==> src/rtl/param_stream_mux_pkg.sv <==
// Shared types and constants for the packet-stream multiplexer.
package param_stream_mux_pkg;

    typedef enum logic {
        IDLE   = 1'b0,
        LOCKED = 1'b1
    } state_e;

    localparam logic MODE_FIXED = 1'b0;
    localparam logic MODE_RR    = 1'b1;

endpackage

==> src/rtl/rr_arbiter_n.sv <==
// Combinational round-robin search: first valid channel at or above rr_ptr, wrapping modulo N.
module rr_arbiter_n #(
    parameter int unsigned N     = 4,
    parameter int unsigned SEL_W = $clog2(N)
) (
    input  logic [N-1:0]     in_valid,
    input  logic [SEL_W-1:0] rr_ptr,
    output logic [SEL_W-1:0] grant_idx,
    output logic             grant_found
);

    logic [SEL_W-1:0] w_idx;

    always_comb begin
        grant_idx   = '0;
        grant_found = 1'b0;
        w_idx       = '0;
        for (int unsigned i = 0; i < N; i++) begin
            w_idx = SEL_W'((32'(rr_ptr) + i) % N);
            if (!grant_found && in_valid[w_idx]) begin
                grant_found = 1'b1;
                grant_idx   = w_idx;
            end
        end
    end

endmodule

==> src/rtl/param_stream_mux.sv <==
// N-channel packet-stream mux: one arbitration cycle in IDLE, then the channel is locked until
// its last beat; a single registered output stage carries the beat downstream.
module param_stream_mux
    import param_stream_mux_pkg::*;
#(
    parameter int unsigned WIDTH = 8,
    parameter int unsigned N     = 4,
    parameter int unsigned SEL_W = $clog2(N)
) (
    input  logic               clk,
    input  logic               rst_n,
    input  logic [N*WIDTH-1:0] in_data,
    input  logic [N-1:0]       in_valid,
    input  logic [N-1:0]       in_last,
    output logic [N-1:0]       in_ready,
    input  logic [SEL_W-1:0]   sel,
    input  logic               mode,
    output logic [WIDTH-1:0]   out_data,
    output logic               out_valid,
    output logic               out_last,
    input  logic               out_ready,
    output logic [SEL_W-1:0]   cur_sel,
    output logic               busy
);

    state_e           r_state;
    logic [SEL_W-1:0] r_cur_sel;
    logic [SEL_W-1:0] r_rr_ptr;
    logic [WIDTH-1:0] r_out_data;
    logic             r_out_valid;
    logic             r_out_last;

    logic [WIDTH-1:0] w_ch_data [N];
    logic [SEL_W-1:0] w_arb_idx;
    logic             w_arb_found;
    logic [SEL_W-1:0] w_cand;
    logic             w_cand_ok;
    logic             w_can_take;
    logic             w_accept;
    logic [SEL_W-1:0] w_next_ptr;

    for (genvar k = 0; k < N; k++) begin : g_unpack
        assign w_ch_data[k] = in_data[k*WIDTH +: WIDTH];
    end

    rr_arbiter_n #(
        .N     (N),
        .SEL_W (SEL_W)
    ) u_rr_arbiter (
        .in_valid    (in_valid),
        .rr_ptr      (r_rr_ptr),
        .grant_idx   (w_arb_idx),
        .grant_found (w_arb_found)
    );

    // An out-of-range fixed select yields no candidate, so the block idles.
    always_comb begin
        w_cand    = '0;
        w_cand_ok = 1'b0;
        unique case (mode)
            MODE_FIXED: begin
                w_cand    = sel;
                w_cand_ok = (32'(sel) < N) && in_valid[sel];
            end
            MODE_RR: begin
                w_cand    = w_arb_idx;
                w_cand_ok = w_arb_found;
            end
        endcase
    end

    // The output slot is free when empty or draining this cycle.
    always_comb begin
        w_can_take = (r_state == LOCKED) && (!r_out_valid || out_ready);
        w_accept   = w_can_take && in_valid[r_cur_sel];
        w_next_ptr = (32'(r_cur_sel) == N - 1) ? '0 : r_cur_sel + 1'b1;
        in_ready   = '0;
        for (int unsigned k = 0; k < N; k++) begin
            in_ready[k] = w_can_take && (r_cur_sel == SEL_W'(k));
        end
    end

    always_ff @(posedge clk or negedge rst_n) begin
        if (!rst_n) begin
            r_state   <= IDLE;
            r_cur_sel <= '0;
            r_rr_ptr  <= '0;
        end else begin
            unique case (r_state)
                IDLE: begin
                    if (w_cand_ok) begin
                        r_state   <= LOCKED;
                        r_cur_sel <= w_cand;
                    end
                end
                LOCKED: begin
                    if (w_accept && in_last[r_cur_sel]) begin
                        r_state  <= IDLE;
                        r_rr_ptr <= w_next_ptr;
                    end
                end
            endcase
        end
    end

    always_ff @(posedge clk or negedge rst_n) begin
        if (!rst_n) begin
            r_out_data  <= '0;
            r_out_valid <= 1'b0;
            r_out_last  <= 1'b0;
        end else if (w_accept) begin
            r_out_data  <= w_ch_data[r_cur_sel];
            r_out_last  <= in_last[r_cur_sel];
            r_out_valid <= 1'b1;
        end else if (out_ready) begin
            r_out_valid <= 1'b0;
        end
    end

    assign out_data  = r_out_data;
    assign out_valid = r_out_valid;
    assign out_last  = r_out_last;
    assign cur_sel   = r_cur_sel;
    assign busy      = (r_state == LOCKED);

endmodule

==> config.mk <==
export PLATFORM = sky130hd
export DESIGN_NAME = param_stream_mux
export DESIGN_NICKNAME = d
export VERILOG_FILES = /design/src/rtl/param_stream_mux_pkg.sv /design/src/rtl/rr_arbiter_n.sv /design/src/rtl/param_stream_mux.sv
export SDC_FILE = /design/constraint.sdc
export NUM_CORES = 1
export LEC_CHECK = 0
export BUFFER_PORTS_ARGS = -buffer_cell sky130_fd_sc_hd__clkbuf_2
export CORE_UTILIZATION = 45
export DETAILED_ROUTE_END_ITERATION = 10
export GPL_TIMING_DRIVEN = 0
export PLACE_DENSITY = 0.8
export SKIP_LAST_GASP = 1
export SLEW_MARGIN = 20
export SYNTH_ARGS = -nofsm -noshare
export SYNTH_HDL_FRONTEND = slang
export SYNTH_SLANG_ARGS = --single-unit
export TNS_END_PERCENT = 100
==> constraint.sdc <==
create_clock -name clk -period 2.2 [get_ports clk]
set_clock_uncertainty 0.15 [all_clocks]
set_input_delay 0.33 -clock clk [delete_from_list [all_inputs] [get_ports clk]]
set_output_delay 0.33 -clock clk [all_outputs]
set_load 0.01 [all_outputs]
==> impl_metrics.yaml <==
status:
  outcome: "finished clean"
worst_setup_path:
  cp.arrival_ns: 1.57
  critPathRequiredTime_ns: 1.72
  cp_cell_sequence: "buf_2, inv_1, ha_1, and3_1, clkbuf_2"
  regToRegEndpoint: "out_data[3]"
  reg2regPathDepth: 3
  cp-end-kind: "output pin"
  cp_max_fo: 10
  crit_type: "flop to output pin"
  cp_slowest_stage_delay_ns: 0.45
  r2r-start: "cur_sel[0]"
  rrSetupSlack_ns: 0.42
  cp_slowest_cell: "dfrtp_1"
  worstSetupStartpointType: "flop"
cells_and_area:
  drive_gt1_share_pct: 60.1
  fillers: 231
  diodes: 0
  nets: 214
  design_area_um2: 1590
  stdcell_count: 193
  syn2layout_area_growth_pct: 31.5
floorplan:
  row_count: 18
  chipHeight_um: 53.8
  dieArea_um2: 2890
  die_x_um: 53.8
  initial_utilization_pct: 48.2
  core-area_um2: 2500
  io_pins: 63
job:
  cap_violations: 0
timing:
  max_freq_ghz: 0.489
  rsz0062_at_grt: "no"
  setup_viol: 0
  fin_tns_setup_ns: 0
  tightest_slew_ns: 0.373
  slew_viol_final: 0
  finalHoldViolCount: 0
  min_period_over_period_pct: 93.0
  relSlewSlack_pct: 75.1
  period_minus_slack_ns: 2.05
grt:
  grt_pass1_wl_um: 4510
  grt_pass1_vias: 1064
  grt_max_degree: 16
  overflow: 0
  antenna_found_initial: 0
  grt_usage_pct: 22.4
synthesis:
  syn_area_um2: 1210
  syn-num-nets: 147
  synth-seq-cells: 15
  ys_warn_count: 0
  syn_area_per_cell_um2: 12.4
  synth_mux_area_share_pct: 36.4
  synthCells: 97
  synth_xor_area_share_pct: 0
  synthSimpleGateAreaFrac_pct: 13.3
  yosysUniqueCellTypes: 35
  synth_top_family_by_area: "multiplexers"
  synthAdderAreaFrac_pct: 4.15
  async_flop_share_pct: 100
  synth-main-ff-cell: "dfrtp_1"
  synth-edff-count: 0
  yosysSeqAreaShare_pct: 31.1
  synth_compound_area_share_pct: 9.54
routing:
  totalWireLength_um: 2850
  drt-pass1-iter-count: 5
  drc: 0
  final_antenna_net_count: 0
  wl_per_cell_um: 14.8
  vias: 1078
  vias_per_cell: 5.59
  drt_iter0_markers: 19
pwr:
  p_per_area_nw_per_um2: 1220
  ir_drop_mv: 0.821
  p_leak_nw: 0.819
worst_hold_path:
  hp-start: "out_ready"
  min_path_cells: 3
  hold_path.class: "input pin to flop"
  min_to: "out_valid"
placed_design:
  place_area_um2: 1550
  place_hpwl_um: 2320
  io_buffers: 61
  dp.cells: 188
  routabilityCongestion: 0.820
clock_tree:
  clk_latency_ns: 0.27
  cts_buffer_depth: 2
  cts-root-buf: "clkbuf_4"
  clk_pin_slew_ns: 0.09
  h-tree-depth: 1
  cts_tree: "built"
  numCtsBuffers: 3
  clock_sinks: 15
## synthesized netlist by cell type (all sizes together) (2+ instances only)
cell type | count | area (um2)
a21oi | 4 | 23.8
and3 | 5 | 32.5
buf | 6 | 47.5
dfrtp | 15 | 375
ha | 4 | 50.1
inv | 5 | 18.8
mux2 | 9 | 135
mux2i | 3 | 30.0
mux4 | 12 | 274
nand2 | 6 | 38.8
nand3 | 3 | 20.0
nor2 | 4 | 15.0
nor2b | 2 | 12.5
o21ai | 5 | 25.0
o22ai | 2 | 12.5
## cells in the final DEF (no fill, tap or decap), types with 2 or more instances in the layout
master,count
o22ai_1,2
o21ai_0,4
and3_1,4
mux2_4,9
mux2i_1,3
inv_1,5
nor2b_1,2
ha_1,4
dfrtp_1,14
buf_6,2
buf_4,2
buf_2,2
mux4_2,11
nand2_1,5
clkbuf_2,61
a21oi_1,3
nor2_1,4
clkbuf_4,3
nand3_1,2
## area by class of cell
class / instances / area [um2] / area share [%]
flip-flops and latches: 15 / 377 / 23.7
clock buffers: 4 / 26.3 / 1.66
plain buffers: 6 / 47.5 / 3.00
inverters: 5 / 18.8 / 1.18
well taps: 30 / 37.5 / 2.37
multi-input cells: 71 / 764 / 48.2
repair buffers: 62 / 315 / 19.9
## cells by family after synthesis
family	count (synthesis)
multiplexers	24
adder cells (fa/ha/maj)	4
AND/OR/NAND/NOR	26
AO/OA/AOI/OAI	17
flip-flops	15
buffers and inverters	11
## power by group
part | switching, mW | internal (mW) | total [mW] | leakage [nW]
combinational | 0.560 | 0.686 | 1.25 | 0.628
clock | 0.0833 | 0.0702 | 0.153 | 0.0150
sequential | 0.118 | 0.422 | 0.540 | 0.176
total | 0.761 | 1.18 | 1.94 | 0.819
## flip-flops by register name, indices dropped and copies added, names as in the netlist
signal	cells
out_data	8
cur_sel	2
r_rr_ptr	2
busy	1
out_last	1
out_valid	1
## per-stage QoR
stage	utilization, %	power [mW]	hold slack [ns]	worst slack (ns)
after floorplan	-	1.44	-0.116	0.389
after global placement	62.0	1.74	0.106	0.351
final	63.5	1.94	0.270	0.153
after CTS	63.4	1.96	0.256	0.0558
after global routing	63.5	2.08	0.283	0.0252
after detailed placement	62.0	1.80	0.112	0.336
## metal layers
layer	global-route usage [%]	wire, um	vias up
met2	42.6	1520	60
met1	25.4	1130	519
met5	0	0	-
li1	-	-	497
met4	7.89	28	0
met3	2.54	175	2
## how the worst max path moves through the flow
stage / slack (ns) / endpoint / start
final: 0.15 / in_ready[0] / cur_sel[1]
after global routing: 0.03 / in_ready[2] / cur_sel[0]
after CTS: 0.06 / in_ready[2] / cur_sel[0]
after detailed placement: 0.34 / out_data[2] / in_valid[2]
after global placement: 0.35 / r_rr_ptr[1] / in_valid[2]
after floorplan: 0.39 / out_data[0] / cur_sel[0]
## critical path: cells and delay by family, from the launching register on
family                   cells  cell delay (ns)
flip-flops                   1             0.45
adder cells (fa/ha/maj)      1             0.18
AND/OR/NAND/NOR              1             0.14
buffers and inverters        3             0.53
## repair_timing
item / in CTS / in global routing
gates resized for setup: 0 / 1
hold buffers: 1 / 0
endpoints found under the setup margin: 0 / 2
hold endpoints to repair: 15 / 0
setup buffers: 0 / 0
Note: power is estimated with default switching activity, not from simulation.
